[src/rtl/uart_cmd_ctrl_if.sv]
// Signal bundle between the UART command controller and its UART RX/TX, register file and ALU.
interface uart_cmd_ctrl_if;
   logic [7:0]  RX_P_DATA;
   logic        RX_D_VLD;
   logic        RF_WrEn;
   logic        RF_RdEn;
   logic [3:0]  RF_Address;
   logic [7:0]  RF_WrData;
   logic [7:0]  RF_RdData;
   logic        RF_RdData_Valid;
   logic        ALU_EN;
   logic [3:0]  ALU_FUN;
   logic [15:0] ALU_OUT;
   logic        ALU_OUT_VLD;
   logic        CLK_GATE_EN;
   logic [7:0]  TX_P_DATA;
   logic        TX_D_VLD;
   logic        TX_BUSY;
   logic        CMD_ERR;

   // Controller side
   modport master (
      input  RX_P_DATA, RX_D_VLD, RF_RdData, RF_RdData_Valid, ALU_OUT, ALU_OUT_VLD, TX_BUSY,
      output RF_WrEn, RF_RdEn, RF_Address, RF_WrData, ALU_EN, ALU_FUN, CLK_GATE_EN,
             TX_P_DATA, TX_D_VLD, CMD_ERR
   );

   // Peripheral / environment side
   modport slave (
      output RX_P_DATA, RX_D_VLD, RF_RdData, RF_RdData_Valid, ALU_OUT, ALU_OUT_VLD, TX_BUSY,
      input  RF_WrEn, RF_RdEn, RF_Address, RF_WrData, ALU_EN, ALU_FUN, CLK_GATE_EN,
             TX_P_DATA, TX_D_VLD, CMD_ERR
   );
endinterface

[src/rtl/uart_cmd_ctrl.sv]
// UART command decoder: turns RX byte frames into register-file / ALU operations and
// streams read or ALU results back through the UART TX.
module uart_cmd_ctrl #(
   parameter int unsigned RSP_TIMEOUT = 255
) (
   input  logic            CLK,
   input  logic            RST,
   uart_cmd_ctrl_if.master bus_io
);
   localparam int unsigned CNT_W = $clog2(RSP_TIMEOUT + 1);
   localparam logic [7:0] CMD_WR  = 8'hAA;
   localparam logic [7:0] CMD_RD  = 8'hBB;
   localparam logic [7:0] CMD_ALU = 8'hCC;
   localparam logic [7:0] CMD_FUN = 8'hDD;

   typedef enum logic [3:0] {
      IDLE, WR_ADDR, WR_DATA, RD_ADDR, RD_WAIT, ALU_A, ALU_B, ALU_FUN,
      ALU_WAIT, TX_LO, TX_WAIT_LO, TX_HI, TX_WAIT_HI
   } state_e;

   state_e            state_q, state_d;
   logic              wr_en_q, wr_en_d, rd_en_q, rd_en_d, alu_en_q, alu_en_d;
   logic              tx_vld_q, tx_vld_d, err_q, err_d, cg_q, cg_d;
   logic [3:0]        addr_q, addr_d, fun_q, fun_d;
   logic [7:0]        wr_data_q, wr_data_d, tx_data_q, tx_data_d;
   logic [15:0]       rsp_q, rsp_d;
   logic              two_byte_q, two_byte_d, seen_q, seen_d;
   logic [CNT_W-1:0]  cnt_q, cnt_d;

   logic       rx_vld, busy, in_wait, rsp_vld, timeout, dropped;
   logic [7:0] rx_byte;

   assign rx_vld  = bus_io.RX_D_VLD;
   assign rx_byte = bus_io.RX_P_DATA;
   assign busy    = bus_io.TX_BUSY;
   assign in_wait = (state_q == RD_WAIT) || (state_q == ALU_WAIT);
   assign rsp_vld = ((state_q == RD_WAIT) && bus_io.RF_RdData_Valid) ||
                    ((state_q == ALU_WAIT) && bus_io.ALU_OUT_VLD);
   assign timeout = in_wait && (cnt_q == CNT_W'(RSP_TIMEOUT - 1));
   // Bytes arriving while a response is pending or being sent are discarded
   assign dropped = rx_vld && (in_wait || (state_q == TX_LO) || (state_q == TX_WAIT_LO) ||
                               (state_q == TX_HI) || (state_q == TX_WAIT_HI));

   always_ff @(posedge CLK or negedge RST) begin
      if (!RST) state_q <= IDLE;
      else      state_q <= state_d;
   end

   always_comb begin
      state_d = state_q;
      unique case (state_q)
         IDLE: begin
            if (rx_vld) begin
               case (rx_byte)
                  CMD_WR:  state_d = WR_ADDR;
                  CMD_RD:  state_d = RD_ADDR;
                  CMD_ALU: state_d = ALU_A;
                  CMD_FUN: state_d = ALU_FUN;
                  default: state_d = IDLE;
               endcase
            end
         end
         WR_ADDR:    if (rx_vld) state_d = WR_DATA;
         WR_DATA:    if (rx_vld) state_d = IDLE;
         RD_ADDR:    if (rx_vld) state_d = RD_WAIT;
         ALU_A:      if (rx_vld) state_d = ALU_B;
         ALU_B:      if (rx_vld) state_d = ALU_FUN;
         ALU_FUN:    if (rx_vld) state_d = ALU_WAIT;
         RD_WAIT, ALU_WAIT: begin
            if (rsp_vld)      state_d = TX_LO;
            else if (timeout) state_d = IDLE;
         end
         TX_LO:      if (!busy) state_d = TX_WAIT_LO;
         TX_WAIT_LO: if (seen_q && !busy) state_d = two_byte_q ? TX_HI : IDLE;
         TX_HI:      if (!busy) state_d = TX_WAIT_HI;
         TX_WAIT_HI: if (seen_q && !busy) state_d = IDLE;
         default:    state_d = IDLE;
      endcase
   end

   always_comb begin
      wr_en_d    = 1'b0;
      rd_en_d    = 1'b0;
      alu_en_d   = 1'b0;
      tx_vld_d   = 1'b0;
      err_d      = dropped || (timeout && !rsp_vld);
      cg_d       = (state_d == ALU_FUN) || (state_d == ALU_WAIT);
      addr_d     = addr_q;
      wr_data_d  = wr_data_q;
      fun_d      = fun_q;
      tx_data_d  = tx_data_q;
      rsp_d      = rsp_q;
      two_byte_d = two_byte_q;
      seen_d     = seen_q;
      cnt_d      = cnt_q;
      if ((state_d != state_q) && ((state_d == RD_WAIT) || (state_d == ALU_WAIT)))
         cnt_d = '0;
      else if (in_wait)
         cnt_d = cnt_q + CNT_W'(1);
      case (state_q)
         WR_ADDR: if (rx_vld) addr_d = rx_byte[3:0];
         WR_DATA: if (rx_vld) begin wr_en_d = 1'b1; wr_data_d = rx_byte; end
         RD_ADDR: if (rx_vld) begin rd_en_d = 1'b1; addr_d = rx_byte[3:0]; end
         ALU_A:   if (rx_vld) begin wr_en_d = 1'b1; addr_d = 4'd0; wr_data_d = rx_byte; end
         ALU_B:   if (rx_vld) begin wr_en_d = 1'b1; addr_d = 4'd1; wr_data_d = rx_byte; end
         ALU_FUN: if (rx_vld) begin alu_en_d = 1'b1; fun_d = rx_byte[3:0]; end
         RD_WAIT: begin
            if (bus_io.RF_RdData_Valid) begin
               rsp_d      = {8'h00, bus_io.RF_RdData};
               two_byte_d = 1'b0;
            end
         end
         ALU_WAIT: begin
            if (bus_io.ALU_OUT_VLD) begin
               rsp_d      = bus_io.ALU_OUT;
               two_byte_d = 1'b1;
            end
         end
         TX_LO: if (!busy) begin tx_vld_d = 1'b1; tx_data_d = rsp_q[7:0]; seen_d = 1'b0; end
         TX_HI: if (!busy) begin tx_vld_d = 1'b1; tx_data_d = rsp_q[15:8]; seen_d = 1'b0; end
         TX_WAIT_LO, TX_WAIT_HI: if (busy) seen_d = 1'b1;
         default: ;
      endcase
   end

   always_ff @(posedge CLK or negedge RST) begin
      if (!RST) begin
         wr_en_q    <= 1'b0;
         rd_en_q    <= 1'b0;
         alu_en_q   <= 1'b0;
         tx_vld_q   <= 1'b0;
         err_q      <= 1'b0;
         cg_q       <= 1'b0;
         addr_q     <= '0;
         wr_data_q  <= '0;
         fun_q      <= '0;
         tx_data_q  <= '0;
         rsp_q      <= '0;
         two_byte_q <= 1'b0;
         seen_q     <= 1'b0;
         cnt_q      <= '0;
      end else begin
         wr_en_q    <= wr_en_d;
         rd_en_q    <= rd_en_d;
         alu_en_q   <= alu_en_d;
         tx_vld_q   <= tx_vld_d;
         err_q      <= err_d;
         cg_q       <= cg_d;
         addr_q     <= addr_d;
         wr_data_q  <= wr_data_d;
         fun_q      <= fun_d;
         tx_data_q  <= tx_data_d;
         rsp_q      <= rsp_d;
         two_byte_q <= two_byte_d;
         seen_q     <= seen_d;
         cnt_q      <= cnt_d;
      end
   end

   assign bus_io.RF_WrEn     = wr_en_q;
   assign bus_io.RF_RdEn     = rd_en_q;
   assign bus_io.RF_Address  = addr_q;
   assign bus_io.RF_WrData   = wr_data_q;
   assign bus_io.ALU_EN      = alu_en_q;
   assign bus_io.ALU_FUN     = fun_q;
   assign bus_io.CLK_GATE_EN = cg_q;
   assign bus_io.TX_P_DATA   = tx_data_q;
   assign bus_io.TX_D_VLD    = tx_vld_q;
   assign bus_io.CMD_ERR     = err_q;
endmodule

[src/flat_wrapper.sv]
// flat-port wrapper written by rule: the top's interface ports become plain ports
module uart_cmd_ctrl_flat 
#(
   parameter int unsigned RSP_TIMEOUT = 255
)
  (CLK, RST, bus_io_RX_P_DATA, bus_io_RX_D_VLD, bus_io_RF_RdData, bus_io_RF_RdData_Valid, bus_io_ALU_OUT, bus_io_ALU_OUT_VLD, bus_io_TX_BUSY, bus_io_RF_WrEn, bus_io_RF_RdEn, bus_io_RF_Address, bus_io_RF_WrData, bus_io_ALU_EN, bus_io_ALU_FUN, bus_io_CLK_GATE_EN, bus_io_TX_P_DATA, bus_io_TX_D_VLD, bus_io_CMD_ERR);
  uart_cmd_ctrl_if bus_io_i ();
  input  logic CLK;
  input  logic RST;
  input wire logic [$bits(bus_io_i.RX_P_DATA)-1:0] bus_io_RX_P_DATA;
  input wire logic [$bits(bus_io_i.RX_D_VLD)-1:0] bus_io_RX_D_VLD;
  input wire logic [$bits(bus_io_i.RF_RdData)-1:0] bus_io_RF_RdData;
  input wire logic [$bits(bus_io_i.RF_RdData_Valid)-1:0] bus_io_RF_RdData_Valid;
  input wire logic [$bits(bus_io_i.ALU_OUT)-1:0] bus_io_ALU_OUT;
  input wire logic [$bits(bus_io_i.ALU_OUT_VLD)-1:0] bus_io_ALU_OUT_VLD;
  input wire logic [$bits(bus_io_i.TX_BUSY)-1:0] bus_io_TX_BUSY;
  output wire logic [$bits(bus_io_i.RF_WrEn)-1:0] bus_io_RF_WrEn;
  output wire logic [$bits(bus_io_i.RF_RdEn)-1:0] bus_io_RF_RdEn;
  output wire logic [$bits(bus_io_i.RF_Address)-1:0] bus_io_RF_Address;
  output wire logic [$bits(bus_io_i.RF_WrData)-1:0] bus_io_RF_WrData;
  output wire logic [$bits(bus_io_i.ALU_EN)-1:0] bus_io_ALU_EN;
  output wire logic [$bits(bus_io_i.ALU_FUN)-1:0] bus_io_ALU_FUN;
  output wire logic [$bits(bus_io_i.CLK_GATE_EN)-1:0] bus_io_CLK_GATE_EN;
  output wire logic [$bits(bus_io_i.TX_P_DATA)-1:0] bus_io_TX_P_DATA;
  output wire logic [$bits(bus_io_i.TX_D_VLD)-1:0] bus_io_TX_D_VLD;
  output wire logic [$bits(bus_io_i.CMD_ERR)-1:0] bus_io_CMD_ERR;
  assign bus_io_i.RX_P_DATA = bus_io_RX_P_DATA;
  assign bus_io_i.RX_D_VLD = bus_io_RX_D_VLD;
  assign bus_io_i.RF_RdData = bus_io_RF_RdData;
  assign bus_io_i.RF_RdData_Valid = bus_io_RF_RdData_Valid;
  assign bus_io_i.ALU_OUT = bus_io_ALU_OUT;
  assign bus_io_i.ALU_OUT_VLD = bus_io_ALU_OUT_VLD;
  assign bus_io_i.TX_BUSY = bus_io_TX_BUSY;
  assign bus_io_RF_WrEn = bus_io_i.RF_WrEn;
  assign bus_io_RF_RdEn = bus_io_i.RF_RdEn;
  assign bus_io_RF_Address = bus_io_i.RF_Address;
  assign bus_io_RF_WrData = bus_io_i.RF_WrData;
  assign bus_io_ALU_EN = bus_io_i.ALU_EN;
  assign bus_io_ALU_FUN = bus_io_i.ALU_FUN;
  assign bus_io_CLK_GATE_EN = bus_io_i.CLK_GATE_EN;
  assign bus_io_TX_P_DATA = bus_io_i.TX_P_DATA;
  assign bus_io_TX_D_VLD = bus_io_i.TX_D_VLD;
  assign bus_io_CMD_ERR = bus_io_i.CMD_ERR;
  uart_cmd_ctrl #(.RSP_TIMEOUT(RSP_TIMEOUT)) u_core (.CLK(CLK), .RST(RST), .bus_io(bus_io_i));
endmodule
[config.mk]
export PLATFORM = sky130hd
export DESIGN_NAME = uart_cmd_ctrl_flat
export DESIGN_NICKNAME = d
export VERILOG_FILES = /design/src/rtl/uart_cmd_ctrl_if.sv /design/src/rtl/uart_cmd_ctrl.sv /design/src/flat_wrapper.sv
export SDC_FILE = /design/constraint.sdc
export NUM_CORES = 1
export LEC_CHECK = 0
export ABC_CLOCK_PERIOD_IN_PS = 2400
export CORE_ASPECT_RATIO = 0.9
export CORE_MARGIN = 10
export CORE_UTILIZATION = 50
export CTS_CLUSTER_SIZE = 10
export DETAILED_ROUTE_END_ITERATION = 12
export PLACE_DENSITY_LB_ADDON = 0.12
export SLEW_MARGIN = 20
export SYNTH_ARGS = -nofsm -noshare
export SYNTH_HDL_FRONTEND = slang
export SYNTH_SLANG_ARGS = --single-unit
[constraint.sdc]
create_clock -name CLK -period 2.4 [get_ports CLK]
set_input_delay 0.36 -clock CLK [delete_from_list [all_inputs] [get_ports CLK]]
set_output_delay 0.36 -clock CLK [all_outputs]
set_load 0.02 [all_outputs]
Word level (Yosys, flattened, before mapping) --
Index checks and enable logic that the tools add are counted.
Storage, ports and cells: register bits 60, output and inout bits 30, word-level logic and storage cells 121
Cells by class: equality and inequality tests 30, reductions and logical operators 35, add/subtract/negate cells 1, multiplexer cells 40
Operators by type and width (number):
- 4-bit 2-to-1 mux | 17
- 4-bit case mux with 12 select lines | 1
- 8-bit == test (second input constant) | 5
- 16-bit 2-to-1 mux | 2
- 8-bit 2-to-1 mux | 4
- 16-bit case mux with 2 select lines | 1
- 4-bit by 3-bit == test with 1-bit output (second input constant) | 6
- 4-bit == test (second input constant) | 6
- 2-bit != test (second input constant) | 8
- 8-bit case mux with 2 select lines | 1
- 3-bit case mux with 4 select lines | 1
- 4-bit case mux with 3 select lines | 1
- 1-bit 2-to-1 mux | 10
- 1-bit logical OR | 9
- 3-bit AND reduction | 3
- 8-bit by 1-bit adder with 8-bit output (second input constant) | 1
- 4-bit by 2-bit == test with 1-bit output (second input constant) | 2
- 2-bit nonzero test | 4
- 2-bit OR reduction | 4
- 1-bit logical AND | 7
- 4-bit by 1-bit == test with 1-bit output (second input constant) | 1
- 4-bit logical NOT | 1
- 4-bit != test | 1
- 1-bit case mux with 2 select lines | 2
- 6 further kinds | 8

Longest topological paths before layout --
word-level depth 10, mapped depth 8, mapped depth without buffers 8

Worst setup path after synthesis --
OpenSTA, ideal clock, no wires.
path type register to register, from register u_core.state_q[0], to register u_core.cnt_q[0], path buffers 1, setup slack 0.410 ns, cell stages (with the launch flop) 8, period minus slack after synthesis 1.990 ns, arrival 1.912 ns, cells stage by stage dfrtp_1 > or2_1 > buf_6 > a21oi_1 > o311ai_1 > a211oi_2 > mux2_4 > a21oi_1
Between the ends: cells in the longest elaborated chain, start to end 10, elaborated cells between the ends (all ways) 40, classes of those cells eq/ne (15); mux (15); reduce/logical (10)
RTL lines:
- from (decl) | RTL line uart_cmd_ctrl.sv:21 | state_e state_q, state_d;
- from (signal assigned) | RTL line uart_cmd_ctrl.sv:46 | else state_q <= state_d;
- 4-bit by 3-bit == test with 1-bit output or 4-bit == test (tied branches)
- 1-bit logical OR | RTL line uart_cmd_ctrl.sv:36 | assign in_wait = (state_q == RD_WAIT) || (state_q == ALU_WAIT);
- 1-bit logical AND | RTL line uart_cmd_ctrl.sv:39 | assign timeout = in_wait && (cnt_q == CNT_W'(RSP_TIMEOUT - 1));
- 4-bit 2-to-1 mux | RTL line uart_cmd_ctrl.sv:71 | else if (timeout) state_d = IDLE;
- 4-bit 2-to-1 mux | RTL line uart_cmd_ctrl.sv:70 | if (rsp_vld) state_d = TX_LO;
- 4-bit case mux with 12 select lines | RTL line uart_cmd_ctrl.sv:51 | unique case (state_q)
- 4-bit by 3-bit == test with 1-bit output or 4-bit == test (tied branches) | RTL line uart_cmd_ctrl.sv:96 | if ((state_d != state_q) && ((state_d == RD_WAIT) || (state_d == ALU_WAIT)))
- 1-bit logical OR | RTL line uart_cmd_ctrl.sv:96
- 1-bit logical AND | RTL line uart_cmd_ctrl.sv:96
- 8-bit 2-to-1 mux or 2-bit nonzero test (tied branches)
- to (signal assigned) | RTL line uart_cmd_ctrl.sv:156 | cnt_q <= cnt_d;
- to (decl) | RTL line uart_cmd_ctrl.sv:28 | logic [CNT_W-1:0] cnt_q, cnt_d;
Several ways; a longest one is shown, not always the timed one. A chain may end at the register's enable or synchronous reset.

Final worst setup path --
from input bus_io_RX_P_DATA[5], to register u_core.cnt_q[0]
Between the ends: cells in the longest elaborated chain, start to end 8, elaborated cells between the ends (all ways) 14, classes of those cells eq/ne (7); mux (4); reduce/logical (3)
RTL lines:
- from (decl) | RTL line flat_wrapper.sv:10 | input wire logic [$bits(bus_io_i.RX_P_DATA)-1:0] bus_io_RX_P_DATA;
- 8-bit == test | RTL line uart_cmd_ctrl.sv:54 | case (rx_byte)
- 3-bit case mux with 4 select lines * | RTL line uart_cmd_ctrl.sv:54
- 4-bit 2-to-1 mux * | RTL line uart_cmd_ctrl.sv:53 | if (rx_vld) begin
- 4-bit case mux with 12 select lines * | RTL line uart_cmd_ctrl.sv:51
- net u_core.state_d[1] | RTL line uart_cmd_ctrl.sv:21
- 4-bit by 3-bit == test with 1-bit output or 4-bit == test (tied branches) | RTL line uart_cmd_ctrl.sv:96
- 1-bit logical OR | RTL line uart_cmd_ctrl.sv:96
- 1-bit logical AND * | RTL line uart_cmd_ctrl.sv:96
- 8-bit 2-to-1 mux or 2-bit nonzero test (tied branches)
Mark *: on every way through the listed nets, which the timed path passes. The rest lies on a longest branch.

==> impl_metrics.py <==
metrics = {
    "job": {
        "timing.max_cap.violations": 0,
    },
    "worst_setup_path": {
        "crit_required_ns": 2.65,
        "worst-setup-path-type": "input port to register",
        "critPathCaptureType": "register",
        "crit_fanout": 8,
        "critPathLaunchType": "input port",
        "timing.critical_path.arrival_ns": 2.53,
        "worstRegToRegCells": 6,
    },
    "placed_design": {
        "placed_cells_incl_taps": 433,
        "pre_cts_ws_ns": -0.180,
        "hpwlAfterDp_um": 5700,
        "gpl.final_weighted_congestion": 0.907,
        "io_buffers": 67,
        "postPlaceCellArea_sq_um": 3790,
    },
    "floorplanning": {
        "effective_utilization_at_floorplan": 0.513,
        "die_area_sq_um": 9250,
        "placement_rows": 26,
        "die_h_um": 92.3,
        "io_pins": 68,
        "die_w_um": 100,
        "fp.coreArea_sq_um": 5660,
    },
    "routing": {
        "met1Wirelength_um": 3230,
        "detail_route.iter0.violations": 159,
        "length_of_routed_met3_wiring_um": 510,
        "drc_errors_left": 0,
        "drt-total-wl_um": 7490,
        "number_of_iterations_in_the_first_detailed_routing_pass": 4,
        "vias_cell": 5.50,
        "route.vias.total": 2470,
        "ant_nets": 0,
        "wl_per_cell_um": 16.7,
        "met2WireLength_um": 3620,
        "topRoutingLayerUsed": "met4",
    },
    "clocking": {
        "clock_tree.root_cell": "clkbuf_8",
        "worstSkewPairLatency_ns": 0.33,
        "clk_transition_reported_paths_ns": 0.07,
        "cts_htree_levels": 3,
        "cts_tree": "built",
        "cts_hold_buffers": 0,
        "cts.path.max_buffers": 2,
        "cts_sinks": 60,
        "cts_made_buffers": 9,
    },
    "timing": {
        "finalHoldViolCount": 0,
        "fin_skew_ns": 0.00758,
        "final_number_of_max_transition_violations": 0,
        "achievable-frequency_ghz": 0.438,
        "worst_slew_margin_rel": 0.623,
        "worst_slack_ns": 0.119,
        "finalWorstPathRequiredPeriod_ns": 2.28,
        "timing.final.crit_share": 0.950,
        "whs_ns": 0.0128,
        "setup_violations": 0,
        "transition_time_at_the_pin_with_the_least_slew_margin_ns": 0.565,
        "rsz0062_at_grt": "false",
    },
    "logic_synthesis": {
        "postSynthCellCount": 284,
        "synth_cell_types": 51,
        "synth_sequential_area_ratio": 0.517,
        "synth_top_cells_by_area": "dfrtp_1 (52%), nand2_1 (4.9%), mux2_2 (4.7%)",
        "yosysWarnings": 0,
        "yosys.area.top_type": "dfrtp_1",
        "most_instantiated_library_cell_after_synthesis": "dfrtp_1",
        "ys_async_sr_fraction": 1.00,
        "yosys_register_bits": 60,
        "count_of_flip_flops_with_a_built_in_enable_after_synthesis": 0,
        "postSynth.topFlopCell": "dfrtp_1",
        "postSynthNetCount": 324,
        "syn-cell-area_sq_um": 2900,
        "synth_common_cells": "dfrtp_1 (60), nand2_1 (38), o21ai_0 (23)",
        "share_of_the_synthesized_area_in_the_top_cell_type": 0.517,
        "synth_area_per_cell_sq_um": 10.2,
    },
    "global_route": {
        "grt_first_pass_wirelength_um": 12700,
        "initial_antenna_violation_count": 0,
        "pin_count_of_the_biggest_net_entering_global_routing": 37,
        "globalRouteTotalUtil": 0.169,
        "number_of_global_route_vias_before_repair": 2578,
        "global_route.overflow_total": 0,
    },
    "pwr": {
        "cellLeakagePower_nw": 1.77,
        "power-per-cell-area_nw_per_um2": 1210,
        "vdd_ir_drop_max_v": 0.000721,
    },
    "worst_hold_path": {
        "worst_hold_path_type": "input port to asynchronous set/reset pin",
    },
    "cells_and_area": {
        "final_design_area_no_fill_sq_um": 4000,
        "n_antenna_cell": 0,
        "postLayoutCoreUtil": 0.706,
        "flow.area_growth_from_synthesis_pct": 37.8,
        "nNetsFinal": 414,
        "final-instance-count-excl-fill": 449,
        "nFillCells": 463,
        "drive_gt1_frac": 0.164,
    },
    "outcome": {
        "outcome": "complete, no violations",
    },
}
## report_power, final
group	switching (W)	total, W	internal, W	leakage [nW]
logic	0.00118	0.00228	0.00111	0.896
clock network	0.000381	0.000914	0.000533	0.102
registers	0.000253	0.00164	0.00139	0.770
total	0.00181	0.00484	0.00303	1.77
## worst max-delay path: stages
cell,delay (ns)
clkdlybuf4s50_1,0.51
nor4bb_1,0.48
o21ai_0,0.19
a311o_1,0.40
o2111ai_2,0.11
buf_4,0.15
nor3_2,0.04
buf_4,0.17
a21oi_1,0.13
## worst paths after layout
check | start | endpoint | slack [ns]
worst min-delay path | RST | u_core.bus_io.TX_P_DATA[6]$_DFFE_PN0P_ | 0.01
worst max-delay path | bus_io_RX_P_DATA[5] | u_core.cnt_q[0]$_DFFE_PN0P_ | 0.12
min in group CLK | u_core.rsp_q[8]$_DFFE_PN0P_ | u_core.rsp_q[8]$_DFFE_PN0P_ | 0.47
worst max register to register | u_core.state_q[3]$_DFF_PN0_ | u_core.cnt_q[0]$_DFFE_PN0P_ | 0.25
max in group asynchronous | RST | u_core.state_q[2]$_DFF_PN0_ | 1.78
worst min register to register | u_core.rsp_q[8]$_DFFE_PN0P_ | u_core.rsp_q[8]$_DFFE_PN0P_ | 0.47
## flip-flops by register name, summed over array words and instances, names as in the netlist, 4 cells and up
register / cells
u_core.bus_io.RF_Address: 4
u_core.state_q: 4
u_core.bus_io.ALU_FUN: 4
u_core.bus_io.RF_WrData: 8
u_core.bus_io.TX_P_DATA: 8
u_core.rsp_q: 16
u_core.cnt_q: 8
## cell type report
| class | count | area, sq um | area share |
|---|---|---|---|
| inverters | 10 | 37.5 | 0.00939 |
| clock inverters | 4 | 47.5 | 0.0119 |
| clock buffers | 12 | 155 | 0.0388 |
| flip-flops and latches | 60 | 1500 | 0.376 |
| multi-input cells | 200 | 1290 | 0.324 |
| repair buffers | 93 | 873 | 0.218 |
| well taps | 70 | 87.6 | 0.0219 |
## metrics by stage
step                      power [W]  TNS [ns]
after detailed placement    0.00395     -1.45
after floorplan             0.00299         0
after global placement      0.00389    -0.696
after global routing        0.00518         0
after CTS                   0.00488         0
final                       0.00484         0
## per-layer routing
layer	vias to the layer above	global-route usage
met4	0	0.0682
met3	10	0.0473
met5	-	0
met1	1189	0.207
met2	71	0.271
li1	1200	-
## layout by cell type (no fill, tap or decap), drive strengths merged, types with 4 or more instances in the layout
cell | synthesis | final
a21oi | 17 | 17
a22o | 6 | 6
a31oi | 4 | 4
buf | 7 | 27
clkbuf | 7 | 12
clkdlybuf4s50 | 0 | 66
dfrtp | 60 | 60
inv | 10 | 10
mux2 | 13 | 13
mux2i | 8 | 8
nand2 | 38 | 38
nand2b | 6 | 6
nand3 | 4 | 4
nand4 | 4 | 4
nor2 | 12 | 12
nor2b | 6 | 6
o21ai | 25 | 25
o22ai | 10 | 10
o31ai | 4 | 4
xor2 | 7 | 7
## kinds of logic after synthesis
kind of cell               after synthesis  share of synthesized area
AOI/OAI and AO/OA                       81                      0.180
and+or+nand+nor                         87                      0.151
adders and majority gates                2                    0.00862
muxes                                   21                     0.0793
DFF                                     60                      0.517
buffers and inverters                   24                     0.0362
xor gates and xnor gates                 9                     0.0272
## timing repair
| item | 4_1_cts | 5_1_grt |
|---|---|---|
| gates resized for setup | 0 | 1 |
| buffers inserted | 0 | 0 |
| setup endpoints to repair | 0 | 6 |
No activity file was read; power rests on OpenSTA's default activity.
